[config.mk]
export PLATFORM = sky130hd
export DESIGN_NAME = rvfi_commit_tracker
export DESIGN_NICKNAME = d
export VERILOG_FILES = /design/src/rtl/rvfi_trk_pkg.sv /design/src/rtl/rvfi_slot_pipe.sv /design/src/rtl/rvfi_commit_tracker.sv
export SDC_FILE = /design/constraint.sdc
export NUM_CORES = 2
export LEC_CHECK = 0
export ABC_AREA = 0
export CAP_MARGIN = 5
export CELL_PAD_IN_SITES_DETAIL_PLACEMENT = 1
export CELL_PAD_IN_SITES_GLOBAL_PLACEMENT = 1
export CORE_AREA = 3 3 310 373
export DETAILED_ROUTE_END_ITERATION = 8
export DIE_AREA = 0 0 313 376
export PLACE_DENSITY_LB_ADDON = 0.2
export SETUP_SLACK_MARGIN = 0.02
export SLEW_MARGIN = 20
export SYNTH_ARGS = -nofsm -noshare
export SYNTH_HDL_FRONTEND = slang
export SYNTH_SLANG_ARGS = --single-unit
[constraint.sdc]
create_clock -name clk -period 3 [get_ports clk]
set_clock_uncertainty 0.1 [all_clocks]
set_input_delay 0.6 -clock clk [delete_from_list [all_inputs] [get_ports clk]]
set_output_delay 0.6 -clock clk [all_outputs]
set_load 0.01 [all_outputs]
[src/rtl/rvfi_trk_pkg.sv]
// Shared types for the RVFI commit tracker: slot and packet layouts, halt FSM
// states, and the RV32I opcodes needed to decide which source registers exist.
package rvfi_trk_pkg;

    localparam int TRK_XLEN = 32;

    localparam logic [6:0] OP_LUI   = 7'b0110111;
    localparam logic [6:0] OP_AUIPC = 7'b0010111;
    localparam logic [6:0] OP_JAL   = 7'b1101111;
    localparam logic [6:0] OP_JALR  = 7'b1100111;
    localparam logic [6:0] OP_LOAD  = 7'b0000011;
    localparam logic [6:0] OP_IMM   = 7'b0010011;

    typedef enum logic [1:0] {
        ST_RUN,
        ST_HALT_PEND,
        ST_HALTED
    } halt_state_e;

    typedef struct packed {
        logic                valid;
        logic [31:0]         inst;
        logic [TRK_XLEN-1:0] pc;
        logic [TRK_XLEN-1:0] rs1_rdata;
        logic [TRK_XLEN-1:0] rs2_rdata;
        logic [TRK_XLEN-1:0] mem_wdata;
        logic [TRK_XLEN-1:0] mem_addr;
        logic [3:0]          mem_wmask;
        logic [3:0]          mem_rmask;
    } rvfi_slot_t;

    typedef struct packed {
        logic [31:0]         inst;
        logic [TRK_XLEN-1:0] pc_rdata;
        logic [4:0]          rs1_addr;
        logic [4:0]          rs2_addr;
        logic [TRK_XLEN-1:0] rs1_rdata;
        logic [TRK_XLEN-1:0] rs2_rdata;
        logic [4:0]          rd_addr;
        logic [TRK_XLEN-1:0] rd_wdata;
        logic [TRK_XLEN-1:0] mem_addr;
        logic [3:0]          mem_rmask;
        logic [3:0]          mem_wmask;
        logic [TRK_XLEN-1:0] mem_wdata;
        logic [TRK_XLEN-1:0] mem_rdata;
    } rvfi_pkt_t;

    function automatic logic has_rs1(input logic [6:0] op);
        return !(op == OP_LUI || op == OP_AUIPC || op == OP_JAL);
    endfunction

    function automatic logic has_rs2(input logic [6:0] op);
        return has_rs1(op) && !(op == OP_IMM || op == OP_LOAD || op == OP_JALR);
    endfunction

endpackage

[src/rtl/rvfi_slot_pipe.sv]
// DEPTH-slot shadow of the core pipeline (slot 0 = EX, last slot = WB); picks up
// operand values and store data as instructions pass the stages that know them.
module rvfi_slot_pipe
    import rvfi_trk_pkg::*;
#(
    parameter int XLEN     = 32,
    parameter int DEPTH    = 4,
    parameter int RS_IDX   = 0,
    parameter int MEMW_IDX = 1
) (
    input  logic             clk,
    input  logic             rst,
    input  logic             advance,
    input  logic [DEPTH-1:0] flush_mask,
    input  logic             id_valid,
    input  logic [31:0]      id_inst,
    input  logic [XLEN-1:0]  id_pc,
    input  logic [XLEN-1:0]  ex_rs1_rdata,
    input  logic [XLEN-1:0]  ex_rs2_rdata,
    input  logic [XLEN-1:0]  mem_wdata,
    input  logic [XLEN-1:0]  mem_addr,
    input  logic [3:0]       mem_wmask,
    input  logic [3:0]       mem_rmask,
    output rvfi_slot_t       tail
);

    rvfi_slot_t slots     [DEPTH];
    rvfi_slot_t slots_nxt [DEPTH];

    always_comb begin
        for (int i = 0; i < DEPTH; i++) begin
            slots_nxt[i]       = slots[i];
            slots_nxt[i].valid = slots[i].valid & ~flush_mask[i];
        end
        if (advance) begin
            slots_nxt[0]       = '0;
            slots_nxt[0].valid = id_valid & ~flush_mask[0];
            slots_nxt[0].inst  = id_inst;
            slots_nxt[0].pc    = id_pc;
            // a flushed source slot still shifts, but as a bubble
            for (int i = 1; i < DEPTH; i++) begin
                slots_nxt[i]       = slots[i-1];
                slots_nxt[i].valid = slots[i-1].valid & ~flush_mask[i-1];
                if (i == RS_IDX + 1) begin
                    slots_nxt[i].rs1_rdata = ex_rs1_rdata;
                    slots_nxt[i].rs2_rdata = ex_rs2_rdata;
                end
                if (i == MEMW_IDX + 1) begin
                    slots_nxt[i].mem_wdata = mem_wdata;
                    slots_nxt[i].mem_addr  = mem_addr & {{(XLEN-2){1'b1}}, 2'b00};
                    slots_nxt[i].mem_wmask = mem_wmask;
                    slots_nxt[i].mem_rmask = mem_rmask;
                end
            end
        end
    end

    always_ff @(posedge clk) begin
        for (int i = 0; i < DEPTH; i++) begin
            if (rst) slots[i] <= '0;
            else     slots[i] <= slots_nxt[i];
        end
    end

    assign tail = slots[DEPTH-1];

endmodule

[src/rtl/rvfi_commit_tracker.sv]
// Builds RVFI packets from the shadow pipeline; each retirement is parked until
// the next real one so pc_wdata is the architectural next PC.
//   state        | meaning
//   ST_RUN       | normal operation, retirements accepted
//   ST_HALT_PEND | halting instruction in hold, emit it with rvfi_halt next
//   ST_HALTED    | final commit done, retirements ignored until reset
module rvfi_commit_tracker
    import rvfi_trk_pkg::*;
#(
    parameter int XLEN     = 32,
    parameter int DEPTH    = 4,
    parameter int RS_IDX   = 0,
    parameter int MEMW_IDX = 1,
    parameter int ORDER_W  = 64
) (
    input  logic               clk,
    input  logic               rst,
    input  logic               advance,
    input  logic [DEPTH-1:0]   flush_mask,
    input  logic               id_valid,
    input  logic [31:0]        id_inst,
    input  logic [XLEN-1:0]    id_pc,
    input  logic [XLEN-1:0]    ex_rs1_rdata,
    input  logic [XLEN-1:0]    ex_rs2_rdata,
    input  logic [XLEN-1:0]    mem_wdata,
    input  logic [3:0]         mem_wmask,
    input  logic [3:0]         mem_rmask,
    input  logic [XLEN-1:0]    mem_addr,
    input  logic [4:0]         wb_rd_addr,
    input  logic [XLEN-1:0]    wb_rd_wdata,
    input  logic               wb_load_regfile,
    input  logic [XLEN-1:0]    wb_mem_rdata,
    input  logic               wb_halt,
    output logic               rvfi_valid,
    output logic [ORDER_W-1:0] rvfi_order,
    output logic [31:0]        rvfi_inst,
    output logic [XLEN-1:0]    rvfi_pc_rdata,
    output logic [XLEN-1:0]    rvfi_pc_wdata,
    output logic [XLEN-1:0]    rvfi_rs1_rdata,
    output logic [XLEN-1:0]    rvfi_rs2_rdata,
    output logic [XLEN-1:0]    rvfi_rd_wdata,
    output logic [XLEN-1:0]    rvfi_mem_addr,
    output logic [XLEN-1:0]    rvfi_mem_wdata,
    output logic [XLEN-1:0]    rvfi_mem_rdata,
    output logic [4:0]         rvfi_rs1_addr,
    output logic [4:0]         rvfi_rs2_addr,
    output logic [4:0]         rvfi_rd_addr,
    output logic [3:0]         rvfi_mem_rmask,
    output logic [3:0]         rvfi_mem_wmask,
    output logic               rvfi_halt
);

    rvfi_slot_t         tail;
    halt_state_e        state, state_nxt;
    logic               retire;
    rvfi_pkt_t          r_pkt, hold_pkt, out_pkt;
    logic               hold_valid;
    logic [ORDER_W-1:0] order_cnt;

    rvfi_slot_pipe #(
        .XLEN(XLEN), .DEPTH(DEPTH), .RS_IDX(RS_IDX), .MEMW_IDX(MEMW_IDX)
    ) u_pipe (
        .clk(clk), .rst(rst), .advance(advance), .flush_mask(flush_mask),
        .id_valid(id_valid), .id_inst(id_inst), .id_pc(id_pc),
        .ex_rs1_rdata(ex_rs1_rdata), .ex_rs2_rdata(ex_rs2_rdata),
        .mem_wdata(mem_wdata), .mem_addr(mem_addr),
        .mem_wmask(mem_wmask), .mem_rmask(mem_rmask),
        .tail(tail)
    );

    assign retire = advance & tail.valid & ~flush_mask[DEPTH-1] & (state == ST_RUN);

    always_comb begin
        r_pkt           = '0;
        r_pkt.inst      = tail.inst;
        r_pkt.pc_rdata  = tail.pc;
        if (has_rs1(tail.inst[6:0])) r_pkt.rs1_addr = tail.inst[19:15];
        if (has_rs2(tail.inst[6:0])) r_pkt.rs2_addr = tail.inst[24:20];
        if (r_pkt.rs1_addr != 5'd0)  r_pkt.rs1_rdata = tail.rs1_rdata;
        if (r_pkt.rs2_addr != 5'd0)  r_pkt.rs2_rdata = tail.rs2_rdata;
        // no regfile write means no architectural destination
        if (wb_load_regfile)         r_pkt.rd_addr = wb_rd_addr;
        if (r_pkt.rd_addr != 5'd0)   r_pkt.rd_wdata = wb_rd_wdata;
        r_pkt.mem_addr  = tail.mem_addr;
        r_pkt.mem_rmask = tail.mem_rmask;
        r_pkt.mem_wmask = tail.mem_wmask;
        r_pkt.mem_wdata = tail.mem_wdata;
        r_pkt.mem_rdata = wb_mem_rdata;
    end

    always_comb begin
        state_nxt = state;
        case (state)
            ST_RUN:       if (retire && wb_halt) state_nxt = ST_HALT_PEND;
            ST_HALT_PEND: state_nxt = ST_HALTED;
            default:      state_nxt = state;
        endcase
    end

    always_ff @(posedge clk) begin
        if (rst) state <= ST_RUN;
        else     state <= state_nxt;
    end

    always_ff @(posedge clk) begin
        if (rst) begin
            hold_valid    <= 1'b0;
            hold_pkt      <= '0;
            order_cnt     <= '0;
            out_pkt       <= '0;
            rvfi_valid    <= 1'b0;
            rvfi_halt     <= 1'b0;
            rvfi_order    <= '0;
            rvfi_pc_wdata <= '0;
        end else begin
            rvfi_valid <= 1'b0;
            rvfi_halt  <= 1'b0;
            if (retire) begin
                if (hold_valid) begin
                    out_pkt       <= hold_pkt;
                    rvfi_pc_wdata <= r_pkt.pc_rdata;
                    rvfi_order    <= order_cnt;
                    rvfi_valid    <= 1'b1;
                    order_cnt     <= order_cnt + 1'b1;
                end
                hold_pkt   <= r_pkt;
                hold_valid <= 1'b1;
            end else if (state == ST_HALT_PEND) begin
                // a self-targeting jump is its own successor
                out_pkt       <= hold_pkt;
                rvfi_pc_wdata <= hold_pkt.pc_rdata;
                rvfi_order    <= order_cnt;
                rvfi_valid    <= 1'b1;
                rvfi_halt     <= 1'b1;
                order_cnt     <= order_cnt + 1'b1;
                hold_valid    <= 1'b0;
            end
        end
    end

    assign rvfi_inst      = out_pkt.inst;
    assign rvfi_pc_rdata  = out_pkt.pc_rdata;
    assign rvfi_rs1_addr  = out_pkt.rs1_addr;
    assign rvfi_rs2_addr  = out_pkt.rs2_addr;
    assign rvfi_rs1_rdata = out_pkt.rs1_rdata;
    assign rvfi_rs2_rdata = out_pkt.rs2_rdata;
    assign rvfi_rd_addr   = out_pkt.rd_addr;
    assign rvfi_rd_wdata  = out_pkt.rd_wdata;
    assign rvfi_mem_addr  = out_pkt.mem_addr;
    assign rvfi_mem_rmask = out_pkt.mem_rmask;
    assign rvfi_mem_wmask = out_pkt.mem_wmask;
    assign rvfi_mem_wdata = out_pkt.mem_wdata;
    assign rvfi_mem_rdata = out_pkt.mem_rdata;

endmodule

==> summary.txt <==
outcome: completed
fmax: 380.7 MHz
Remaining DRCs: 0
largest net degree at the start of global routing: 127
die width: 313 um
worst-skew pair later-pin latency: 750 ps
Lkg Pwr: 22.42 nW
number of global-route vias before repair: 37070
final RePlAce weighted congestion: 0.8351
Syn. warnings: 0
count of distinct cell types in the synthesized netlist: 49
gr ovfl total: 0
hold_ws: 201.7 ps
ys flop type: dfxtp_1
Area Growth Syn to Fin: 28.66%
Max VDD drop: 900.6 uV
clock root buffer: clkbuf_16
Multi-input gate area: 18210 um2
Crit path top cell by count: or4_1
Post-synth EDFFs: 0
Finished Core Util: 52.38%
fillers: 12700
drt pass-1 iters: 7
cells after synthesis: 4980
Final Hold Violating Endpoints: 0
Mapped Area: 45800 um2
Die Y: 376 um
CP top delay family: simple AND/OR/NAND/NOR gates
routed via count: 36230
worst-path maximum fanout: 8
GR Util All Layers: 22.74%
CTS tree: built
Max Slew Vio Count: 0
Detailed Place HPWL: 93240 um
slowest cell delay on critical path: 640 ps
initial core utilization: 40.72%
flop2flop setup slack: 370 ps
Row Count: 135
slew at the pin closest to its max-slew limit: 975.1 ps
critical path class: register to register
synthesized flop and latch total: 1311
io pins: 656
crit path launch type: register
Num Clock Sinks: 1311
mean number of vias per cell: 5.067
core box area: 112500 um2
Final Non-Filler Cells: 7150
DP Worst Slack: -170.1 ps
Worst-path clk slew: 60 ps
clock buffer depth: 3
ys async rst share: 0%
Final ANT Viol Nets: 0
final setup TNS: 0 ps
CP cell instances: nand4_1 > a2111o_1 > or4_1 > or4_1 > a21oi_1
# H-tree levels: 4
Setup crit end kind: register
sequential cell area: 26250 um2
Power Density: 619.7 nW/um2
Port-buffer cells: 651
share of the yosys chip area belonging to registers: 57.30%
Syn Area/Cell: 9.197 um2
worst path bufs/invs: 0
global-route wire length before repair: 212300 um
initial antenna violation count: 26
commonest non-fill, non-tap cell in the layout: dfxtp_1
Slew headroom: 34.99%
number of setup violations in the final report: 0
placed cells: 6886
fraction of layout cells with a size suffix above 1: 5.993%
Critical Path AT: 3200 ps
Worst path slowest cell: or4_1
hold crit path type: primary input to register
RSZ-0062 raised after global routing: no
Post-CTS Setup Bufs: 0
Final nets: 5796
post_cts resized: 0
Inserted Clock Buffers: 135
Final WS setup: 373.0 ps
Die Footprint: 117700 um2
Critical Path RT: 3570 ps
WL/cell: 19.21 um
max_cap viols: 0
cts hold-fix bufs: 0
Final min period: 2627 ps
DR iter-0 viols: 1826
WL final: 137400 um
fin crit share: 87.57%
most frequent cells in the layout: dfxtp_1 (1311), nand2_1 (1018), nor2_1 (742)
-- routing by layer --
metal / share of wire [%] / wire length [um] / vias to the layer above / track usage (%)
met5: 0.072 / 99 / - / 0
met4: 4.0 / 5474 / 14 / 10.29
met3: 6.2 / 8497 / 223 / 6.270
met2: 49 / 66810 / 711 / 38.81
met1: 41 / 56490 / 17610 / 26.55
li1: - / - / 17680 / -
-- worst register-to-register path: cells and delay by family, from the launching register on --
family | cells | cell delay (ps)
and+or+nand+nor | 3 | 1410
DFF | 1 | 400
AOI/OAI and AO/OA | 2 | 630
-- power breakdown --
| part | leakage (nW) | internal, W | total [W] | switching, W |
|---|---|---|---|---|
| logic | 9.55 | 0.000758 | 0.00153 | 0.000772 |
| registers | 10.6 | 0.0177 | 0.0179 | 0.000158 |
| clock network | 2.26 | 0.0102 | 0.0171 | 0.00698 |
| total | 22.4 | 0.0286 | 0.0365 | 0.00791 |
-- worst paths after layout --
| check | from | to | depth (start not counted) |
|---|---|---|---|
| setup / recovery | order_cnt[4]$_SDFFE_PP0P_ | order_cnt[49]$_SDFFE_PP0P_ | 5 |
| hold / removal | rst | u_pipe.slots[1][129]$_SDFFE_PP0P_ | 2 |
| setup reg to reg | order_cnt[4]$_SDFFE_PP0P_ | order_cnt[49]$_SDFFE_PP0P_ | 5 |
| hold reg to reg | hold_pkt[14]$_SDFFE_PP0P_ | rvfi_mem_rdata[14]$_SDFFE_PP0P_ | 2 |
-- cell usage after synthesis, types with 4 or more instances --
cell / n / area [um2]
a2bb2oi_1: 5 / 43.79
buf_1: 75 / 281.5
or3_1: 18 / 112.6
and2_1: 5 / 31.28
o21ai_0: 20 / 100.1
and3_1: 14 / 87.58
mux2i_1: 621 / 6216
a211oi_1: 35 / 262.8
nand4_1: 28 / 175.2
nor4_1: 8 / 50.05
nand3b_1: 4 / 30.03
or4_1: 15 / 112.6
nand3_1: 63 / 315.3
and4_1: 4 / 35.03
nor3_1: 9 / 45.04
a21oi_1: 546 / 2733
clkbuf_1: 281 / 1055
o31ai_1: 11 / 82.58
a22oi_1: 39 / 292.8
a22o_1: 32 / 280.3
inv_1: 7 / 26.28
nand2_1: 1019 / 3825
nor2_1: 743 / 2789
nor2b_1: 5 / 31.28
xor2_1: 18 / 157.7
dfxtp_1: 1311 / 26250
xnor2_1: 14 / 122.6
-- per-stage QoR --
stage / cell area [um2] / power [W]
2_1_floorplan: 45810 / 0.01908
3_3_place_gp: 54310 / 0.01973
3_5_place_dp: 54310 / 0.01978
4_1_cts: 58880 / 0.03701
5_1_grt: 58900 / 0.03789
6_report: 58930 / 0.03652
-- flip-flops by register name (all words and copies together) (netlist names) --
| signal | count |
|---|---|
| rvfi_valid | 1 |
| rvfi_rs1_addr | 5 |
| u_pipe.slots | 592 |
| rvfi_pc_rdata | 32 |
| rvfi_mem_wmask | 4 |
| rvfi_pc_wdata | 32 |
| hold_pkt | 277 |
| rvfi_rs2_rdata | 32 |
| rvfi_halt | 1 |
| order_cnt | 64 |
| rvfi_order | 64 |
| hold_valid | 1 |
| rvfi_mem_rdata | 32 |
| rvfi_rs2_addr | 5 |
| rvfi_mem_rmask | 4 |
| rvfi_mem_addr | 30 |
| rvfi_rs1_rdata | 32 |
| rvfi_rd_wdata | 32 |
| state | 2 |
| rvfi_inst | 32 |
| rvfi_rd_addr | 5 |
| rvfi_mem_wdata | 32 |
-- area by class of cell --
class                   count  area share, %
inverters                   7        0.04459
multi-input cells        3302          30.89
clock buffers             199          6.869
well taps                1507          3.200
repair buffers            759          13.49
diodes                     20        0.08493
flip-flops and latches   1311          44.54
clock inverters            45         0.8811
-- logic make-up after synthesis --
kind of cell / synth area share (%)
mux: 13.57
compound gates: 8.498
xor+xnor: 0.6119
flops: 57.30
buf+inv: 3.040
simple gates: 16.94
fa+ha+maj: 0.02731
other cells: 0.008187
No activity file was read; power rests on OpenSTA's default activity.
